### src/rtl/load_store_unit.sv
// Load/store unit: turns a byte-addressed RV32I load/store into a single word-addressed
// memory transaction and sign/zero-extends load results.
// Optional feature macro: MISALIGN_TRAP_EN (trap misaligned halfword/word accesses).
module load_store_unit #(
  parameter int unsigned ADDR_W = 12,
  parameter int unsigned XLEN   = 32
) (
  input  logic              clk,
  input  logic              rst,
  input  logic              start_i,
  input  logic              is_store_i,
  input  logic [2:0]        funct3_i,
  input  logic [XLEN-1:0]   addr_i,
  input  logic [XLEN-1:0]   wdata_i,
  output logic              busy_o,
  output logic              done_o,
  output logic [XLEN-1:0]   rdata_o,
  output logic              err_o,
  output logic              misaligned_o,
  output logic              mem_request_o,
  output logic              mem_we_re_o,
  output logic [ADDR_W-1:0] mem_address_o,
  output logic [3:0]        mem_mask_o,
  output logic [XLEN-1:0]   mem_data_in_o,
  input  logic [XLEN-1:0]   mem_data_out_i,
  input  logic              mem_valid_i
);

  typedef enum logic [1:0] {StIdle, StAccess, StWait, StDone} state_e;

  state_e            state_q, state_d;
  logic [2:0]        funct3_q, funct3_d;
  logic [1:0]        addr_lo_q, addr_lo_d;
  logic              is_store_q, is_store_d;
  logic [XLEN-1:0]   rdata_q, rdata_d;
  logic              err_q, err_d;
  logic              mis_q, mis_d;
  logic              mem_request_q, mem_request_d;
  logic              mem_we_re_q, mem_we_re_d;
  logic [ADDR_W-1:0] mem_address_q, mem_address_d;
  logic [3:0]        mem_mask_q, mem_mask_d;
  logic [XLEN-1:0]   mem_data_in_q, mem_data_in_d;

  logic              legal;
  logic              mis;
  logic [3:0]        st_mask;
  logic [XLEN-1:0]   st_data;
  logic [7:0]        ld_byte;
  logic [15:0]       ld_half;
  logic [XLEN-1:0]   ld_ext;

  // Bits above the word-address range alias and are deliberately dropped.
  logic unused_addr_hi;
  assign unused_addr_hi = ^addr_i[XLEN-1:ADDR_W+2];

  // Request decode: legality, misalignment, store lane mask and replicated data.
  always_comb begin
    legal   = 1'b0;
    mis     = 1'b0;
    st_mask = 4'b0000;
    st_data = '0;
    if (is_store_i) begin
      legal = (funct3_i == 3'b000) || (funct3_i == 3'b001) || (funct3_i == 3'b010);
      unique case (funct3_i[1:0])
        2'b00: begin
          st_mask = 4'b0001 << addr_i[1:0];
          st_data = {4{wdata_i[7:0]}};
        end
        2'b01: begin
          st_mask = addr_i[1] ? 4'b1100 : 4'b0011;
          st_data = {2{wdata_i[15:0]}};
        end
        2'b10: begin
          st_mask = 4'b1111;
          st_data = wdata_i;
        end
        default: begin
          st_mask = 4'b0000;
          st_data = '0;
        end
      endcase
    end else begin
      legal = (funct3_i == 3'b000) || (funct3_i == 3'b001) || (funct3_i == 3'b010) ||
              (funct3_i == 3'b100) || (funct3_i == 3'b101);
    end
`ifdef MISALIGN_TRAP_EN
    mis = ((funct3_i[1:0] == 2'b01) && addr_i[0]) ||
          ((funct3_i[1:0] == 2'b10) && (addr_i[1:0] != 2'b00));
`else
    mis = 1'b0;
`endif
  end

  // Load extraction from the returned word using the latched lane and width.
  always_comb begin
    unique case (addr_lo_q)
      2'd0: ld_byte = mem_data_out_i[7:0];
      2'd1: ld_byte = mem_data_out_i[15:8];
      2'd2: ld_byte = mem_data_out_i[23:16];
      default: ld_byte = mem_data_out_i[31:24];
    endcase
    ld_half = addr_lo_q[1] ? mem_data_out_i[31:16] : mem_data_out_i[15:0];
    case (funct3_q)
      3'b000:  ld_ext = {{24{ld_byte[7]}}, ld_byte};
      3'b001:  ld_ext = {{16{ld_half[15]}}, ld_half};
      3'b010:  ld_ext = mem_data_out_i;
      3'b100:  ld_ext = {24'b0, ld_byte};
      3'b101:  ld_ext = {16'b0, ld_half};
      default: ld_ext = '0;
    endcase
  end

  // Next-state logic; err/misaligned/mem_request default low so they pulse for one cycle.
  always_comb begin
    state_d       = state_q;
    funct3_d      = funct3_q;
    addr_lo_d     = addr_lo_q;
    is_store_d    = is_store_q;
    rdata_d       = rdata_q;
    err_d         = 1'b0;
    mis_d         = 1'b0;
    mem_request_d = 1'b0;
    mem_we_re_d   = mem_we_re_q;
    mem_address_d = mem_address_q;
    mem_mask_d    = mem_mask_q;
    mem_data_in_d = mem_data_in_q;
    unique case (state_q)
      StIdle: begin
        if (start_i) begin
          funct3_d      = funct3_i;
          addr_lo_d     = addr_i[1:0];
          is_store_d    = is_store_i;
          mem_we_re_d   = is_store_i;
          mem_address_d = addr_i[ADDR_W+1:2];
          mem_mask_d    = is_store_i ? st_mask : 4'b0000;
          mem_data_in_d = is_store_i ? st_data : '0;
          if (!legal) begin
            err_d   = 1'b1;
            rdata_d = '0;
            state_d = StDone;
          end else if (mis) begin
            mis_d   = 1'b1;
            rdata_d = '0;
            state_d = StDone;
          end else begin
            mem_request_d = 1'b1;
            state_d       = StAccess;
          end
        end
      end
      StAccess: state_d = is_store_q ? StDone : StWait;
      StWait: begin
        if (mem_valid_i) begin
          rdata_d = ld_ext;
          state_d = StDone;
        end
      end
      default: state_d = StIdle;
    endcase
  end

  // State and registered outputs; reset abandons any access in flight.
  always_ff @(posedge clk or posedge rst) begin
    if (rst) begin
      state_q       <= StIdle;
      funct3_q      <= 3'b000;
      addr_lo_q     <= 2'b00;
      is_store_q    <= 1'b0;
      rdata_q       <= '0;
      err_q         <= 1'b0;
      mis_q         <= 1'b0;
      mem_request_q <= 1'b0;
      mem_we_re_q   <= 1'b0;
      mem_address_q <= '0;
      mem_mask_q    <= 4'b0000;
      mem_data_in_q <= '0;
    end else begin
      state_q       <= state_d;
      funct3_q      <= funct3_d;
      addr_lo_q     <= addr_lo_d;
      is_store_q    <= is_store_d;
      rdata_q       <= rdata_d;
      err_q         <= err_d;
      mis_q         <= mis_d;
      mem_request_q <= mem_request_d;
      mem_we_re_q   <= mem_we_re_d;
      mem_address_q <= mem_address_d;
      mem_mask_q    <= mem_mask_d;
      mem_data_in_q <= mem_data_in_d;
    end
  end

  assign busy_o        = (state_q != StIdle);
  assign done_o        = (state_q == StDone);
  assign rdata_o       = rdata_q;
  assign err_o         = err_q;
  assign misaligned_o  = mis_q;
  assign mem_request_o = mem_request_q;
  assign mem_we_re_o   = mem_we_re_q;
  assign mem_address_o = mem_address_q;
  assign mem_mask_o    = mem_mask_q;
  assign mem_data_in_o = mem_data_in_q;

endmodule

### config.mk
export PLATFORM = sky130hd
export DESIGN_NAME = load_store_unit
export DESIGN_NICKNAME = d
export VERILOG_FILES = /design/src/rtl/load_store_unit.sv
export SDC_FILE = /design/constraint.sdc
export NUM_CORES = 1
export LEC_CHECK = 0
export CORE_ASPECT_RATIO = 0.9
export CORE_UTILIZATION = 45
export CTS_CLUSTER_SIZE = 20
export DETAILED_ROUTE_END_ITERATION = 16
export GPL_TIMING_DRIVEN = 0
export PLACE_DENSITY = 0.81
export SYNTH_ARGS = -nofsm -noshare
export SYNTH_HDL_FRONTEND = slang
export SYNTH_SLANG_ARGS = --single-unit
### constraint.sdc
create_clock -name clk -period 6.3 [get_ports clk]
set_input_delay 0.63 -clock clk [delete_from_list [all_inputs] [get_ports clk]]
set_output_delay 0.63 -clock clk [all_outputs]
set_load 0.03 [all_outputs]
==> impl_metrics.toml, run 1 <==
[clock_tree]
post-cts-setup-buffers = 0
cts_resized = 0
htreeDepth = 3
cts_sinks = 90
root_buffer = "clkbuf_8"
cts_tree = "done"
cts_buffer_depth = 2
ctsHoldBuffers = 0
clock_latency_ps = 370
cts.clk_slew.worst_paths_ps = 100
cts_buffers = 9

[critical_path]
critPathTopFamily = "buffers and inverters"
critPathKind = "register to output pin"
path_max_fanout = 7
cpPeakStageDelay_ps = 680
arrival_ps = 1960
path_cells = "inv_1 -> ha_1 -> inv_2 -> clkdlybuf4s50_1"
end_kind = "output pin"
critPathBufInv = 3
crit_required_ps = 5670
worst_path_max_delay_cell = "clkdlybuf4s50_1"
startpoint_type = "register"

[place]
portBuffers = 170
gp_congestion = 0.862
dpl.hpwl_um = 10200
place_inst = 720

[timing]
fin_tns_setup_ps = 0
rsz0062_at_grt = "false"
finClkSkew_ps = 17.7
drv_slew = 0
tightest_slew_ps = 707
hold_ws_ps = 484
min_period_ps = 2590
finalSetupViolCount = 0
fmax_mhz = 386
hold_viol = 0
fin_crit_sh_pct = 41.1
slew-limit-headroom_pct = 52.7

[power]
peakVddDrop_uv = 339
p_leak_uw = 0.00286
power_density_mw_per_mm2 = 528

[routing]
drt_wl_total_um = 14000
drc = 0
drt_iter0_markers = 210
first_pass_iters = 6
routed_via_density = 5.75
vias = 4231
wire_per_inst_um = 19.0
ant_nets = 0

[flow_run]
max_cap_viol_count = 0

[floorplan]
rows = 34
fp.dieW_um = 107
die_h_um = 96.4
initial_core_util_pct = 46.1
dieArea_sq_mm = 0.0103
core_area_sq_mm = 0.00966
num_io_pins = 190

[cells_and_area]
drive_above_1_share_pct = 11.6
ff_latch_area_sq_mm = 0.00225
syn_to_final_growth_pct = 47.7
diodes = 0
multi_input_area_sq_mm = 0.00201
nNetsFinal = 713
fillers = 777
final_cells = 736

[logic_synthesis]
netlist.area_leader.share_pct = 50.6
yosysSeqAreaShare_pct = 50.6
synth_area_leaders = "dfrtp_1, mux2_2, a21oi_1, nand2_1, a221o_1"
synth_top_area_cell = "dfrtp_1"
ys_seq_elements = 90
syn_inst = 423
avgSynthCellArea_sq_um = 10.5
syn_area_sq_mm = 0.00445
syn_nets = 531
synth_cell_types = 43
yosysWarnings = 0

[run_status]
outcome = "finished, final reports clean"

[global_route]
first_global_vias = 4054
grt_pass1_wl_um = 21400
grt_max_degree = 65
antenna_found_initial = 0
grt_usage_pct = 27.4
grt_overflow_total = 0

[min_path]
hp-class = "register to register"
-- cell families after synthesis --
logic type / count (synthesis) / share of synthesized area (%)
AOI/OAI and AO/OA: 141 / 21.5
and+or+nand+nor: 100 / 10.9
DFF: 90 / 50.6
muxes: 47 / 11.4
buffers and inverters: 40 / 4.33
adders and majority gates: 4 / 1.12
other: 1 / 0.0842
-- routing by layer --
metal,vias to the layer above,GRT usage (%),part of all wire (%)
met4,0,8.90,1.9
met3,28,8.60,9.9
li1,1914,-,-
met2,230,45.2,48
met1,2059,34.6,40
met5,-,0,0
-- sequential cells by signal (all words and copies together), names as in the netlist --
signal and count:
addr_lo_q 2, mem_data_in_o 32, mem_we_re_o 1, mem_address_o 12, funct3_q 3, rdata_o 32
mem_mask_o 4, state_q 2, mem_request_o 1, err_o 1
-- worst register-to-register path, cell delays in order, from the launching register on --
cell and delay (ps):
dfrtp_1 440, inv_1 100, ha_1 280, inv_2 90, o22ai_1 290, a21oi_1 80, nand2_1 240, buf_1 390
a221o_1 230
-- synthesized netlist by cell type, drive strengths merged --
| master | n |
|---|---|
| or4 | 1 |
| nand4 | 1 |
| a21o | 7 |
| nor3 | 2 |
| a221o | 16 |
| ha | 4 |
| mux2 | 31 |
| nand3 | 4 |
| inv | 9 |
| o21ba | 1 |
| a211oi | 3 |
| nor4bb | 1 |
| nand2b | 1 |
| or3 | 1 |
| and3 | 8 |
| nor2 | 25 |
| o2111ai | 1 |
| nor2b | 10 |
| o21ai | 33 |
| o31ai | 2 |
| o22ai | 1 |
| a221oi | 15 |
| o211a | 1 |
| and2 | 1 |
| buf | 14 |
| conb | 1 |
| clkbuf | 17 |
| a21oi | 44 |
| nor3b | 2 |
| mux2i | 16 |
| a22o | 8 |
| dfrtp | 90 |
| o2bb2ai | 9 |
| nand2 | 43 |
-- power breakdown --
group / switching (uW) / internal (uW) / leakage, uW
combinational: 1140 / 848 / 0.00156
clock: 224 / 240 / 0.000118
sequential: 169 / 851 / 0.00119
-- area by class of cell --
type	instances	share of cell area [%]
Buffer	31	2.42
Clock buffer	10	2.09
Clock inverter	6	1.45
Inverter	9	0.552
Multi-Input combinational cell	293	30.5
Sequential cell	90	34.3
Tap cell	126	2.40
Timing Repair Buffer	171	26.3
-- through the flow --
step / power, uW / utilization [%] / worst slack, ps / instance area [sq um]
final: 3470 / 68.1 / 3710 / 6570
after global routing: 3650 / 68.1 / 3660 / 6570
after CTS: 3470 / 68.1 / 3720 / 6570
after detailed placement: 3000 / 65.7 / 3750 / 6340
after global placement: 2950 / 65.4 / 2030 / 6310
after floorplan: 2200 / - / 3330 / 4450
-- cell usage in the layout (no fill, tap or decap), types with 2 or more instances in the layout --
cell type / count
nor3b_2: 2
mux2_2: 30
o21ai_1: 2
a221oi_1: 15
buf_4: 3
clkbuf_1: 17
o2bb2ai_1: 9
a211oi_1: 3
o31ai_1: 2
mux2i_1: 16
dfrtp_1: 90
nor2_1: 23
inv_6: 3
nand3_1: 4
clkdlybuf4s50_1: 170
a221o_1: 16
a21o_1: 7
buf_6: 3
bufinv_16: 2
o21ai_0: 31
and3_1: 8
a21oi_1: 44
ha_1: 4
a22o_1: 8
buf_2: 7
nor2b_1: 10
inv_1: 7
clkbuf_8: 10
nand2_1: 43
-- final timing paths --
check	startpoint	end	slack, ps	cells past startpoint
max	state_q[0]	busy_o	3710	4
min	mem_data_in_o[31]	mem_data_in_o[31]	480	2
max reg2reg	state_q[0]	rdata_o[31]	4080	8
min reg2reg	mem_data_in_o[31]	mem_data_in_o[31]	480	2
max in group asynchronous	rst	mem_data_in_o[24]	5070	3
min in group asynchronous	rst	state_q[1]	600	2
Power figures use the tool's default switching activity.
==> run 2: changes to the inputs <==
CORE_UTILIZATION = 39   (was 45)
PLACE_DENSITY = 0.75   (was 0.81)
clock period = 2.34 ns   (was 6.3 ns; I/O delays follow)
==> run 2 against run 1 <==
  * Total power rose to 2.8 times the previous value
  * Clock skew down 8.1 ps
  * Sequential cell count unchanged
  * Clock-buffer cell count increased by 3
  * Worst hold slack got worse by 150 ps
  * Non-clock buffer count increased by 1
  * Via count down 1.9%
  * Combinational power grew to 2.7 times the previous value
  * Cell count grew 3.5%
  * Critical path depth rose by 3
  * Largest cell class unchanged
  * Largest power group unchanged
==> impl_metrics.toml, run 2 (synthesized netlist as in run 1, its figures left out) <==
[timing]
fin_crit_sh_pct = 91.3
finClkSkew_ps = 9.54
tightest_slew_ps = 652
drv_slew = 0
rsz0062_at_grt = "false"
slew-limit-headroom_pct = 56.4
hold_viol = 0
fin_tns_setup_ps = 0
min_period_ps = 2140
fmax_mhz = 468
finalSetupViolCount = 0

[floorplan]
fp.dieW_um = 115
core_area_sq_mm = 0.0110
initial_core_util_pct = 40.5
rows = 36
num_io_pins = 190
dieArea_sq_mm = 0.0118
die_h_um = 103

[power]
power_density_mw_per_mm2 = 1440
combinationalPowerShare_pct = 55.1
clkPwrFrac_pct = 16.3
peakVddDrop_uv = 781
switchingPower_uw = 4100
p_leak_uw = 0.00290
internal-power_uw = 5580
pwr-share-seq_pct = 28.6
switching_share_pct = 42.4

[global_route]
antenna_found_initial = 0
grt_use_met1_pct = 29.0
grt_overflow_total = 0
busiest_layer = "met2"
grt_pass1_wl_um = 22400
grt_max_degree = 35
use_met3_pct = 9.62
grtUsageMet2_pct = 42.7
grt_usage_pct = 25.0
first_global_vias = 4321

[routing]
ant_nets = 0
first_pass_iters = 5
drc = 0
routed_via_density = 5.45
drt_wl_total_um = 14300
drt_iter0_markers = 192
wire_per_inst_um = 18.7
vias = 4150

[critical_path]
reg2reg_depth = 7
critPathKind = "register to register"
arrival_ps = 2400
end_kind = "register"
path_max_fanout = 10
r2r-start = "state_q[0]"
rrSetupSlack_ps = 200
startpoint_type = "register"
r2r-end = "mem_data_in_o[15]"
crit_required_ps = 2600

[clock_tree]
htreeDepth = 3
cts_tree = "done"
clock_latency_ps = 350
cts_buffer_depth = 2
ctsHoldBuffers = 0
cts_buffers = 9
cts_sinks = 90
cts.clk_slew.worst_paths_ps = 60
root_buffer = "clkbuf_16"

[cells_and_area]
nNetsFinal = 714
final_common_cell = "clkdlybuf4s50_1"
diodes = 0
drive_above_1_share_pct = 11.5
mostFrequentLayoutCells = "clkdlybuf4s50_1, dfrtp_1, a21oi_1, nand2_1, o21ai_0"
syn_to_final_growth_pct = 50.7
final_core_util_pct = 61.0
final_cells = 762

[flow_run]
max_cap_viol_count = 0

[min_path]
hp-class = "primary input to async pin"

[place]
gp_congestion = 0.862
portBuffers = 170
dpl.hpwl_um = 10800
place_inst = 747

[run_status]
outcome = "finished, final reports clean"
==> run 2: cell types whose count changed in the layout (fill, tap and decap cells not counted), sizes merged <==
cell      before  now
buf           15   16
clkbuf        27   30
clkinvlp       0    1
clkinv         1    0
inv           12    8
==> run 2: area by class of cell <==
cell class                      count  area (sq um)
Sequential cell                    90          2250
Fill cell                         933          4280
Timing Repair Buffer              172          1740
Clock buffer                       13           260
Multi-Input combinational cell    293          2010
Tap cell                          152           190
Inverter                            9          37.5
Buffer                             31           160
Clock inverter                      2          60.1
==> run 2: layer usage <==
| layer | routed length [um] | up-vias |
|---|---|---|
| met5 | 0 | - |
| met4 | 264 | 0 |
| met3 | 1440 | 24 |
| met2 | 6870 | 217 |
| met1 | 5710 | 1997 |
| li1 | - | 1912 |
==> run 2: how the worst max path moves through the flow <==
stage / startpoint / to / slack [ps] / cells after the start
3_5_place_dp: funct3_i[1] / rdata_o[21] / 150 / 6
4_1_cts: state_q[0] / rdata_o[21] / 120 / 8
5_1_grt: state_q[0] / mem_data_in_o[15] / 0.2 / 7
6_report: state_q[0] / mem_data_in_o[15] / 200 / 7
3_3_place_gp: rst / rdata_o[6] / 110 / 2
2_1_floorplan: state_q[0] / rdata_o[20] / 380 / 8
==> run 2: per-stage QoR <==
stage	power (uW)	setup slack, ps	instance area [sq um]	hold slack (ps)
floorplan	5920	378	4460	367
global placement	7960	109	6350	461
detailed placement	8110	146	6390	465
CTS	9730	123	6710	336
global route	10200	0.178	6710	364
finish	9680	204	6710	331
==> run 2: what timing repair did <==
action	4_1_cts	5_1_grt
endpoints found under the setup margin	0	11
resized for setup	0	2
buffers inserted	0	0
==> run 2: power by group through the flow <==
stage	registers (uW)	logic, uW	clock network (uW)
6_report	2770	5330	1580
5_1_grt	2860	5670	1670
4_1_cts	2770	5350	1610
3_5_place_dp	2780	5330	0
3_3_place_gp	2750	5210	0
2_1_floorplan	4070	1850	0
==> run 2: worst max-delay path: stages (launching register included) <==
cell and delay (ps):
dfrtp_1 400, inv_1 80, ha_1 290, nand2_1 140, buf_1 460, clkbuf_1 470
nand2_1 120, o21ai_0 100
